$ cat config.mk
export PLATFORM = sky130hd
export DESIGN_NAME = expr_eval_flat
export DESIGN_NICKNAME = d
export VERILOG_FILES = /design/src/rtl/expr_eval_if.sv /design/src/rtl/expr_eval.sv /design/src/flat_wrapper.sv
export SDC_FILE = /design/constraint.sdc
export NUM_CORES = 1
export LEC_CHECK = 0
export BUFFER_PORTS_ARGS = -buffer_cell sky130_fd_sc_hd__buf_2
export CAP_MARGIN = 25
export CORE_ASPECT_RATIO = 0.6
export CORE_UTILIZATION = 55
export CTS_CLUSTER_SIZE = 28
export DETAILED_ROUTE_END_ITERATION = 12
export HOLD_SLACK_MARGIN = 0.08
export PLACE_DENSITY = 0.81
export SYNTH_ARGS = -nofsm -noshare
export SYNTH_HDL_FRONTEND = slang
export SYNTH_SLANG_ARGS = --single-unit
export TNS_END_PERCENT = 5
$ cat constraint.sdc
create_clock -name clk -period 12.71 [get_ports clk]
set_clock_uncertainty 0.2 [all_clocks]
set_input_delay 0.6355 -clock clk [delete_from_list [all_inputs] [get_ports clk]]
set_output_delay 0.6355 -clock clk [all_outputs]
set_load 0.01 [all_outputs]
$ cat src/rtl/expr_eval_if.sv
// Character stream in, evaluation status and value out, for the expression evaluator.
interface expr_eval_if;
  logic [7:0]  in;
  logic        ok;
  logic        err;
  logic [15:0] result;
  logic        ovf;

  modport master (output in, input ok, err, result, ovf);
  modport slave  (input in, output ok, err, result, ovf);
endinterface

$ cat src/rtl/expr_eval.sv
// Evaluates a one-character-per-cycle stream of digits, '+' and '*' with '*' binding tighter.
// Define EXPR_SAT_EN to saturate arithmetic at 16'hFFFF and raise sticky ovf; default wraps mod 2^16.
module expr_eval (
  input  logic             clk,
  input  logic             clr_n,
  expr_eval_if.slave       bus,
  output logic [1:0]       state_o
);

  typedef enum logic [1:0] {
    IDLE = 2'd0,
    NUM  = 2'd1,
    OP   = 2'd2,
    ERR  = 2'd3
  } state_t;

`ifdef EXPR_SAT_EN
  localparam bit SAT_EN = 1'b1;
`else
  localparam bit SAT_EN = 1'b0;
`endif

  state_t      state_q, state_d;
  logic [15:0] sum_q, sum_d;
  logic [15:0] term_q, term_d;
  logic [15:0] result_q, result_d;
  logic        mul_q, mul_d;
  logic        ovf_q, ovf_d;

  logic        is_digit, is_plus, is_star, is_idle;
  logic [3:0]  dig;
  logic [31:0] prod_w;
  logic [16:0] fit_t, fit_r;

  // Returns {overflowed, value}; overflow is only reported when saturating.
  function automatic logic [16:0] fit(input logic [31:0] v);
    logic over;
    over = |v[31:16];
    if (SAT_EN && over) return {1'b1, 16'hFFFF};
    return {1'b0, v[15:0]};
  endfunction

  assign is_digit = (bus.in >= 8'd48) && (bus.in <= 8'd57);
  assign is_plus  = (bus.in == 8'd43);
  assign is_star  = (bus.in == 8'd42);
  assign is_idle  = (bus.in == 8'h00);
  assign dig      = bus.in[3:0];

  always_ff @(posedge clk or negedge clr_n) begin
    if (!clr_n) state_q <= IDLE;
    else        state_q <= state_d;
  end

  always_comb begin
    state_d = state_q;
    case (state_q)
      IDLE: if (is_digit) state_d = NUM;
            else if (!is_idle) state_d = ERR;
      NUM:  if (is_plus || is_star) state_d = OP;
            else if (!is_idle) state_d = ERR;
      OP:   if (is_digit) state_d = NUM;
            else if (!is_idle) state_d = ERR;
      default: state_d = ERR;
    endcase
  end

  always_comb begin
    bus.ok     = (state_q == NUM);
    bus.err    = (state_q == ERR);
    bus.result = result_q;
    bus.ovf    = ovf_q;
    state_o    = state_q;
  end

  // Only accepted characters touch the datapath; idle and ERR leave every register alone.
  always_comb begin
    sum_d    = sum_q;
    term_d   = term_q;
    mul_d    = mul_q;
    result_d = result_q;
    ovf_d    = ovf_q;
    prod_w   = {16'b0, term_q} * {28'b0, dig};
    fit_t    = 17'b0;
    fit_r    = 17'b0;
    case (state_q)
      IDLE: begin
        if (is_digit) begin
          sum_d    = 16'b0;
          term_d   = {12'b0, dig};
          result_d = {12'b0, dig};
        end
      end
      NUM: begin
        if (is_plus) begin
          fit_r  = fit({16'b0, sum_q} + {16'b0, term_q});
          sum_d  = fit_r[15:0];
          ovf_d  = ovf_q | fit_r[16];
          term_d = 16'b0;
          mul_d  = 1'b0;
        end else if (is_star) begin
          mul_d  = 1'b1;
        end
      end
      OP: begin
        if (is_digit) begin
          fit_t    = fit(mul_q ? prod_w : {28'b0, dig});
          term_d   = fit_t[15:0];
          fit_r    = fit({16'b0, sum_q} + {16'b0, fit_t[15:0]});
          result_d = fit_r[15:0];
          ovf_d    = ovf_q | fit_t[16] | fit_r[16];
        end
      end
      default: ;
    endcase
  end

  always_ff @(posedge clk or negedge clr_n) begin
    if (!clr_n) begin
      sum_q    <= 16'b0;
      term_q   <= 16'b0;
      mul_q    <= 1'b0;
      result_q <= 16'b0;
      ovf_q    <= 1'b0;
    end else begin
      sum_q    <= sum_d;
      term_q   <= term_d;
      mul_q    <= mul_d;
      result_q <= result_d;
      ovf_q    <= ovf_d;
    end
  end

endmodule

$ cat src/flat_wrapper.sv
// flat-port wrapper written by rule: the top's interface ports become plain ports
module expr_eval_flat 
  (clk, clr_n, state_o, bus_in, bus_ok, bus_err, bus_result, bus_ovf);
  expr_eval_if bus_i ();
  input  logic clk;
  input  logic clr_n;
  output logic [1:0] state_o;
  input wire logic [$bits(bus_i.in)-1:0] bus_in;
  output wire logic [$bits(bus_i.ok)-1:0] bus_ok;
  output wire logic [$bits(bus_i.err)-1:0] bus_err;
  output wire logic [$bits(bus_i.result)-1:0] bus_result;
  output wire logic [$bits(bus_i.ovf)-1:0] bus_ovf;
  assign bus_i.in = bus_in;
  assign bus_ok = bus_i.ok;
  assign bus_err = bus_i.err;
  assign bus_result = bus_i.result;
  assign bus_ovf = bus_i.ovf;
  expr_eval u_core (.clk(clk), .clr_n(clr_n), .bus(bus_i), .state_o(state_o));
endmodule
Word level (Yosys, flattened, before mapping)
Cells that the tools add are included.

storage, ports and cells
  output and inout bits = 21
  logic and storage cells = 47
  input bits = 10
  flip-flop bits (word level) = 51

operators by class
  add/sub/neg operators = 2
  eq/ne operators = 8
  $lt $le $gt $ge = 2
  mux-type cells = 16
  reduce and logical (&&, ||, !) cells = 13
  multipliers = 1

operator list
  operator                                             number
  2-to-1 mux 16 bit                                    7
  case mux 16 bit (2 select lines)                     2
  case mux 16 bit (3 select lines)                     1
  adder 16 bit                                         2
  == test 8 x 6 -> 1 bit, second input constant        2
  multiplier 16 x 4 -> 16 bit                          1
  >= comparator 8 x 6 -> 1 bit, second input constant  1
  <= comparator 8 x 6 -> 1 bit, second input constant  1
  zero test 8 bit                                      1
  2-to-1 mux 2 bit                                     3
  != test 2 x 1 -> 1 bit, second input constant        3
  AND reduction 3 bit                                  2
  nonzero test 2 bit                                   3
  == test 2 bit, second input constant                 2
  case mux 2 bit (2 select lines)                      1
  AND reduction 4 bit                                  1
  nonzero test 3 bit                                   1
  == test 2 x 1 -> 1 bit, second input constant        1
  zero test 2 bit                                      1
  2-to-1 mux 1 bit                                     2
  AND reduction 2 bit                                  1
  OR reduction 2 bit                                   1
  logical AND 1 bit                                    1
  logical OR 1 bit                                     1

Depth between registers and ports, before layout
Gate-level depths: netlist of the first run.

  depth after elaboration = 5
  mapped depth = 25
  depth with buffers taken out = 23

Worst setup path after synthesis of the first run
No wires, ideal clock.

  path kind = input-to-reg
  from = input bus_in[3]
  to = register u_core.result_q[15] (netlist: u_core.bus.result[15])
  path buffers = 2
  arrival time = 4.903 ns
  cell stages on the path = 24
  data required time = 12.379 ns
  path slack = 7.476 ns
  path through = clkbuf_1 clkbuf_1 nand2_1 fa_1 fa_1 inv_1 ha_1 nor2b_1 o21a_1 o21ai_1 nand2b_1 a21oi_1 xnor2_1 nand2_1 inv_1 ha_1 o211ai_1 nor3_1 a221oi_2 o21ai_2 o31ai_4 xor2_2 xnor2_1 o21ai_1

between the ends
  cells in the longest elaborated chain, start to end = 5
  elaborated cells on any way between the ends = 11
  those cells by class = add/sub (1); mul (1); order compare (2); eq/ne (2); mux (3); reduce/logical (2)

ends and longest elaborated chain
  item                              RTL line           text
  start, declared                   flat_wrapper.sv:8  input wire logic [$bits(bus_i.in)-1:0] bus_in;
  multiplier 16 x 4 -> 16 bit       expr_eval.sv:82    prod_w = {16'b0, term_q} * {28'b0, dig};
  2-to-1 mux 16 bit                 expr_eval.sv:106   fit_t = fit(mul_q ? prod_w : {28'b0, dig});
  adder 16 bit                      expr_eval.sv:108   fit_r = fit({16'b0, sum_q} + {16'b0, fit_t[15:0]});
  2-to-1 mux 16 bit                 expr_eval.sv:105   if (is_digit) begin
  case mux 16 bit (2 select lines)  expr_eval.sv:85    case (state_q)
  end signal, assigned              expr_eval.sv:128   result_q <= result_d;
  end, declared                     expr_eval.sv:26    logic [15:0] result_q, result_d;

Parallel ways exist; a longest one is shown, timed or not. The select of a mux whose other input is x is not followed.
A chain may end at the register's enable or synchronous reset.

Worst setup path in the final report of the first run
Ends and elaborated chain as after synthesis.

==> out/qor.csv, run 1 <==
metric,value,unit
powerDensity,100,mW/mm²
max_cap_violations,0,
final_cells,744,
crit_arrival,5.61,ns
rrSetupSlack,7.14,ns
crit_path_cell_trace,buf_2 > and2_1 > fa_1 > inv_1 > fa_1 > inv_1 > ha_1 > nor2b_1 > o21a_1 > o21ai_1 > nor3b_1 > ha_1 > o211ai_1 > nor3_1 > a221oi_2 > o21ai_2 > o31ai_4 > xor2_2 > xnor2_1 > o21ai_1,
die_area,0.00973,mm²
synth-edff-count,0,
nets,720,
synth_xor_area_share,6.39,%
postCtsHoldBufs,0,
seq_area_frac_synth,24.9,%
setup_viol,0,
clockBufferDepth,2,
vias,4387,
path_buf_inv,3,
drt_iter0_drc,416,
grt_pass1_vias,4237,
synth-simple-area-share,20.1,%
endpoint_kind,flop,
cp_max_fo,19,
cts_resized,0,
cts-root-buf,clkbuf_16,
setup_slack,7.06,ns
cpLargestDelayFamily,adder cells,
mostFrequentLayoutCell,nand2_1,
die_h,76.8,µm
row_count,26,
fin_crit_sh,44.5,%
antenna_found_initial,0,
vdd.ir_drop.worst,99.7,µV
fmax,0.177,GHz
ys_seq_elements,51,
h-tree-depth,2,
max_slew_margin,46.9,%
cts_tree,done,
dp_hpwl,9.97,mm
ioPinCount,31,
slew_viol_final,0,
die_w,127,µm
cp.required,12.67,ns
p_leak,2.82,nW
synth_fa_ha_area_share,22.7,%
place_area,0.00534,mm²
synthFlopType,dfrtp_1,
fin_area,0.00547,mm²
place_inst,738,
numClockSinks,51,
finalWirelength,12.5,mm
start_kind,input port,
pre_cts_slack,6.86,ns
syn_nets,702,
grt_pass1_wl,21.0,mm
yosysUniqueCellTypes,52,
grt_max_degree,52,
syn_area,0.00513,mm²
rsz0062_at_grt,false,
syn_area_per_cell,8.34,µm²
layout_common_cells,"86 x nand2_1, 59 x inv_1, 51 x dfrtp_1, 50 x ha_1, 42 x and2_1",
wl_per_cell,16.8,µm
synth_top_family_by_area,adder cells,
io_buffers,29,
gp_congestion,0.911,
drc,0,
drt_first_pass_iters,5,
n_antenna_cell,0,
muxShareOfSynthArea,1.02,%
synth_warnings,0,
ant_nets,0,
status,"complete, no violations",
slowest_stage,nor3b_1,
cts.clk_slew.worst_paths,0.06,ns
tightest_slew,0.796,ns
critPathKind,in -> reg,
crit_path_max_incr_delay,0.61,ns
cts_setup_buffers,0,
start_util,58.4,%
async_reset_ff_share,100,%
via_per_inst,5.90,
numCtsBuffers,5,
syn2layout_area_growth,6.66,%
synth_cells,615,
clock_latency,0.28,ns
min_period,5.65,ns
grt.total_usage,27.4,%
core,0.00878,mm²
final-hold-violation-count,0,
hp-class,in -> async,
synth-compound-area-share,18.8,%
finalSetupTns,0,ns
drive_gt1_share,6.96,%
grt_overflow,0,
-- per-layer routing --
layer / global-route usage (%) / wire length (µm) / part of all wire, %
met4: 3.81 / 46 / 0.37
met3: 5.30 / 1150 / 9.2
met1: 41.9 / 6130 / 49
met5: 0 / 0 / 0
met2: 40.7 / 5160 / 41
-- cell type report --
cell class	count	area, µm²
multi-input combinational	485	3540
clock buffer	6	129
timing repair buffer	31	160
fill	751	3310
inverter	59	221
tap	112	140
sequential	51	1280
-- worst paths after layout --
check / start / end / depth (start not counted)
max reg2reg: u_core.term_q[1]$_DFFE_PN0P_ / u_core.bus.result[15]$_DFFE_PN0P_ / 19
max: bus_in[3] / u_core.bus.result[15]$_DFFE_PN0P_ / 20
min in group clk: u_core.bus.result[4]$_DFFE_PN0P_ / u_core.bus.result[4]$_DFFE_PN0P_ / 2
min: clr_n / u_core.bus.result[0]$_DFFE_PN0P_ / 2
max in group asynchronous: clr_n / u_core.term_q[7]$_DFFE_PN0P_ / 2
min reg2reg: u_core.bus.result[4]$_DFFE_PN0P_ / u_core.bus.result[4]$_DFFE_PN0P_ / 2
-- synthesized netlist by cell type (3+ instances only) --
cell      number  area, µm²
nand3_1        6       30.0
nand2_1       86        323
mux2i_1        3       30.0
o22ai_1        3       18.8
nor2_1        32        120
dfrtp_1       51       1280
fa_1          27        541
ha_1          50        626
and2_1        42        263
a31oi_1        3       18.8
a21oi_1       35        175
o21a_1         3       22.5
xnor2_1       21        184
nor3_1         8       40.0
o211ai_1       3       22.5
inv_1         59        221
clkbuf_1      16       60.1
a22o_1        14        123
o21ai_1       33        165
o21ai_0       26        130
a211oi_1       6       45.0
a21o_1        15        113
nand2b_1      12       75.1
xor2_1        12        105
nor4_1         4       25.0
nor2b_1       10       62.6
-- state kept, by name, summed over array words and instances (netlist names) --
name and count:
u_core.bus.result 16, u_core.sum_q 16, u_core.term_q 16, u_core.state_o 2, u_core.mul_q 1
-- through the flow --
step,hold WS (ns),total power [W],util [%]
6_report,0.251,0.000548,62.3
5_1_grt,0.320,0.000586,62.3
4_1_cts,0.274,0.000547,62.3
3_5_place_dp,0.255,0.000420,60.8
3_3_place_gp,0.247,0.000410,60.7
2_1_floorplan,0.140,0.000360,-
-- kinds of logic after synthesis --
| kind of cell | after synthesis |
|---|---|
| other | 1 |
| xor gates and xnor gates | 35 |
| and+or+nand+nor | 213 |
| DFF | 51 |
| adders and majority gates | 77 |
| AOI/OAI and AO/OA | 154 |
| buffers and inverters | 79 |
| muxes | 5 |
-- where the power goes --
group | total [W] | switching, W | internal, W
clock | 0.000125 | 0.0000545 | 0.0000709
sequential | 0.000199 | 0.0000202 | 0.000178
combinational | 0.000224 | 0.000143 | 0.0000812
total | 0.000548 | 0.000217 | 0.000331
Power figures use the tool's default switching activity.
==> run 2: changes to the inputs <==
PLACE_DENSITY = 0.84   (was 0.81)
clock period = 4.8 ns   (was 12.71 ns; I/O delays follow)
==> out/qor.csv, run 2 (synthesis gave the netlist of run 1 again) <==
metric,value,unit
status,"finished, violations left",
failed_checks,setup timing,
io_buffers,29,
cts-root-buf,clkbuf_16,
startpoint,u_core.term_q[2]$_DFFE_PN0P_,
slew_viol_final,0,
grt.total_usage,30.2,%
finalSetupTns,-0.184,ns
ioPinCount,31,
row_count,26,
crit_arrival,4.88,ns
die_h,76.8,µm
grt_max_degree,52,
clock_latency,0.29,ns
fillCellCount,678,
place_area,0.00561,mm²
ant_nets,0,
start_kind,flop,
drt_first_pass_iters,5,
gp_congestion,0.931,
tightest_slew,0.813,ns
total_power,0.00158,W
min_period,4.92,ns
cp_max_fo,4,
start_util,58.4,%
nets,760,
r2r_cells,23,
die_w,127,µm
rsz0062_at_grt,true,
cts.clk_slew.worst_paths,0.07,ns
fin_crit_sh,102,%
numClockSinks,51,
powerDensity,260,mW/mm²
h-tree-depth,2,
drt_iter0_drc,338,
wl_per_cell,18.1,µm
endpoint_kind,flop,
core,0.00878,mm²
max_cap_violations,0,
final-hold-violation-count,0,
layout_common_cells,"86 x nand2_1, 53 x inv_1, 51 x dfrtp_1, 41 x buf_4, 39 x ha_1",
cp.required,4.77,ns
reg2reg_to,u_core.bus.result[15]$_DFFE_PN0P_,
grt_pass1_wl,23.2,mm
n_antenna_cell,0,
rr_startpoint,u_core.term_q[2]$_DFFE_PN0P_,
die_area,0.00973,mm²
pre_cts_slack,-0.203,ns
grt_overflow,0,
syn2layout_area_growth,18.6,%
cts_tree,done,
finalWirelength,14.2,mm
multi_input_area,0.00384,mm²
clockBufferDepth,2,
rrSetupSlack,-0.12,ns
regArea,0.00128,mm²
setup_slack,-0.116,ns
critPathKind,reg -> reg,
fin_area,0.00608,mm²
max_slew_margin,45.8,%
antenna_found_initial,0,
vdd.ir_drop.worst,252,µV
numCtsBuffers,5,
endpoint,u_core.bus.result[15]$_DFFE_PN0P_,
fmax,0.203,GHz
setup_viol,4,
via_per_inst,5.99,
dp_hpwl,10.4,mm
p_leak,3.04,nW
mostFrequentLayoutCell,nand2_1,
drive_gt1_share,20.0,%
hp-class,in -> reg,
vias,4707,
drc,0,
utilization,69.2,%
grt_pass1_vias,4683,
[run 2: final cells by class]
class / instances / area share (%)
clock buffer: 7 / 2.18
clock inverter: 1 / 0.0823
inverter: 59 / 3.64
multi-input combinational: 485 / 63.2
sequential: 51 / 21.0
tap: 112 / 2.30
timing repair buffer: 71 / 7.61
[run 2: per-layer routing]
metal,global-route usage [%],routed length (µm)
met2,47.7,6270
met4,5.12,224
met1,43.2,6460
met3,6.63,1290
met5,0,0
[run 2: how the worst min path moves through the flow]
| stage | startpoint | to | slack (ns) | depth (start not counted) |
|---|---|---|---|---|
| 2_1_floorplan | clr_n | u_core.bus.result[0]$_DFFE_PN0P_ | -0.26 | 0 |
| 3_3_place_gp | clr_n | u_core.bus.result[13]$_DFFE_PN0P_ | 0.18 | 2 |
| 3_5_place_dp | clr_n | u_core.bus.result[14]$_DFFE_PN0P_ | 0.19 | 2 |
| 4_1_cts | bus_in[5] | u_core.state_o[0]$_DFF_PN0_ | 0.11 | 4 |
| 5_1_grt | bus_in[6] | u_core.state_o[0]$_DFF_PN0_ | 0.15 | 4 |
| 6_report | bus_in[7] | u_core.state_o[0]$_DFF_PN0_ | 0.12 | 4 |
[run 2: worst max-delay path, stage by stage (launching register included)]
cell,delay (ns)
dfrtp_1,0.41
and2_4,0.17
fa_1,0.53
inv_1,0.05
fa_1,0.49
inv_2,0.05
ha_4,0.21
nor2b_4,0.12
o21a_1,0.22
o21ai_2,0.21
nand2b_1,0.12
a21oi_2,0.14
xnor2_1,0.13
nand2_1,0.15
inv_2,0.13
ha_4,0.21
o211ai_1,0.12
nor3_2,0.07
a221oi_2,0.32
o21ai_2,0.13
o31ai_4,0.21
xor2_2,0.17
xnor2_1,0.14
o21ai_1,0.08
[run 2: power breakdown]
group	switching [W]	total, W	internal (W)
sequential	0.0000375	0.000510	0.000472
combinational	0.000440	0.000716	0.000277
clock	0.000159	0.000352	0.000193
[run 2: through the flow]
step	std cells	hold slack (ns)
2_1_floorplan	615	-0.256
3_3_place_gp	772	0.178
3_5_place_dp	773	0.192
4_1_cts	785	0.114
5_1_grt	786	0.154
6_report	786	0.116
[run 2: timing repair]
action                                  CTS  global route
endpoints found under the setup margin    4             7
gates cloned                              0             0
resized for setup                        26            36
hold endpoints to repair                 51             0
hold buffers                              1             0
setup buffers                             3             1
pin swaps                                19            22
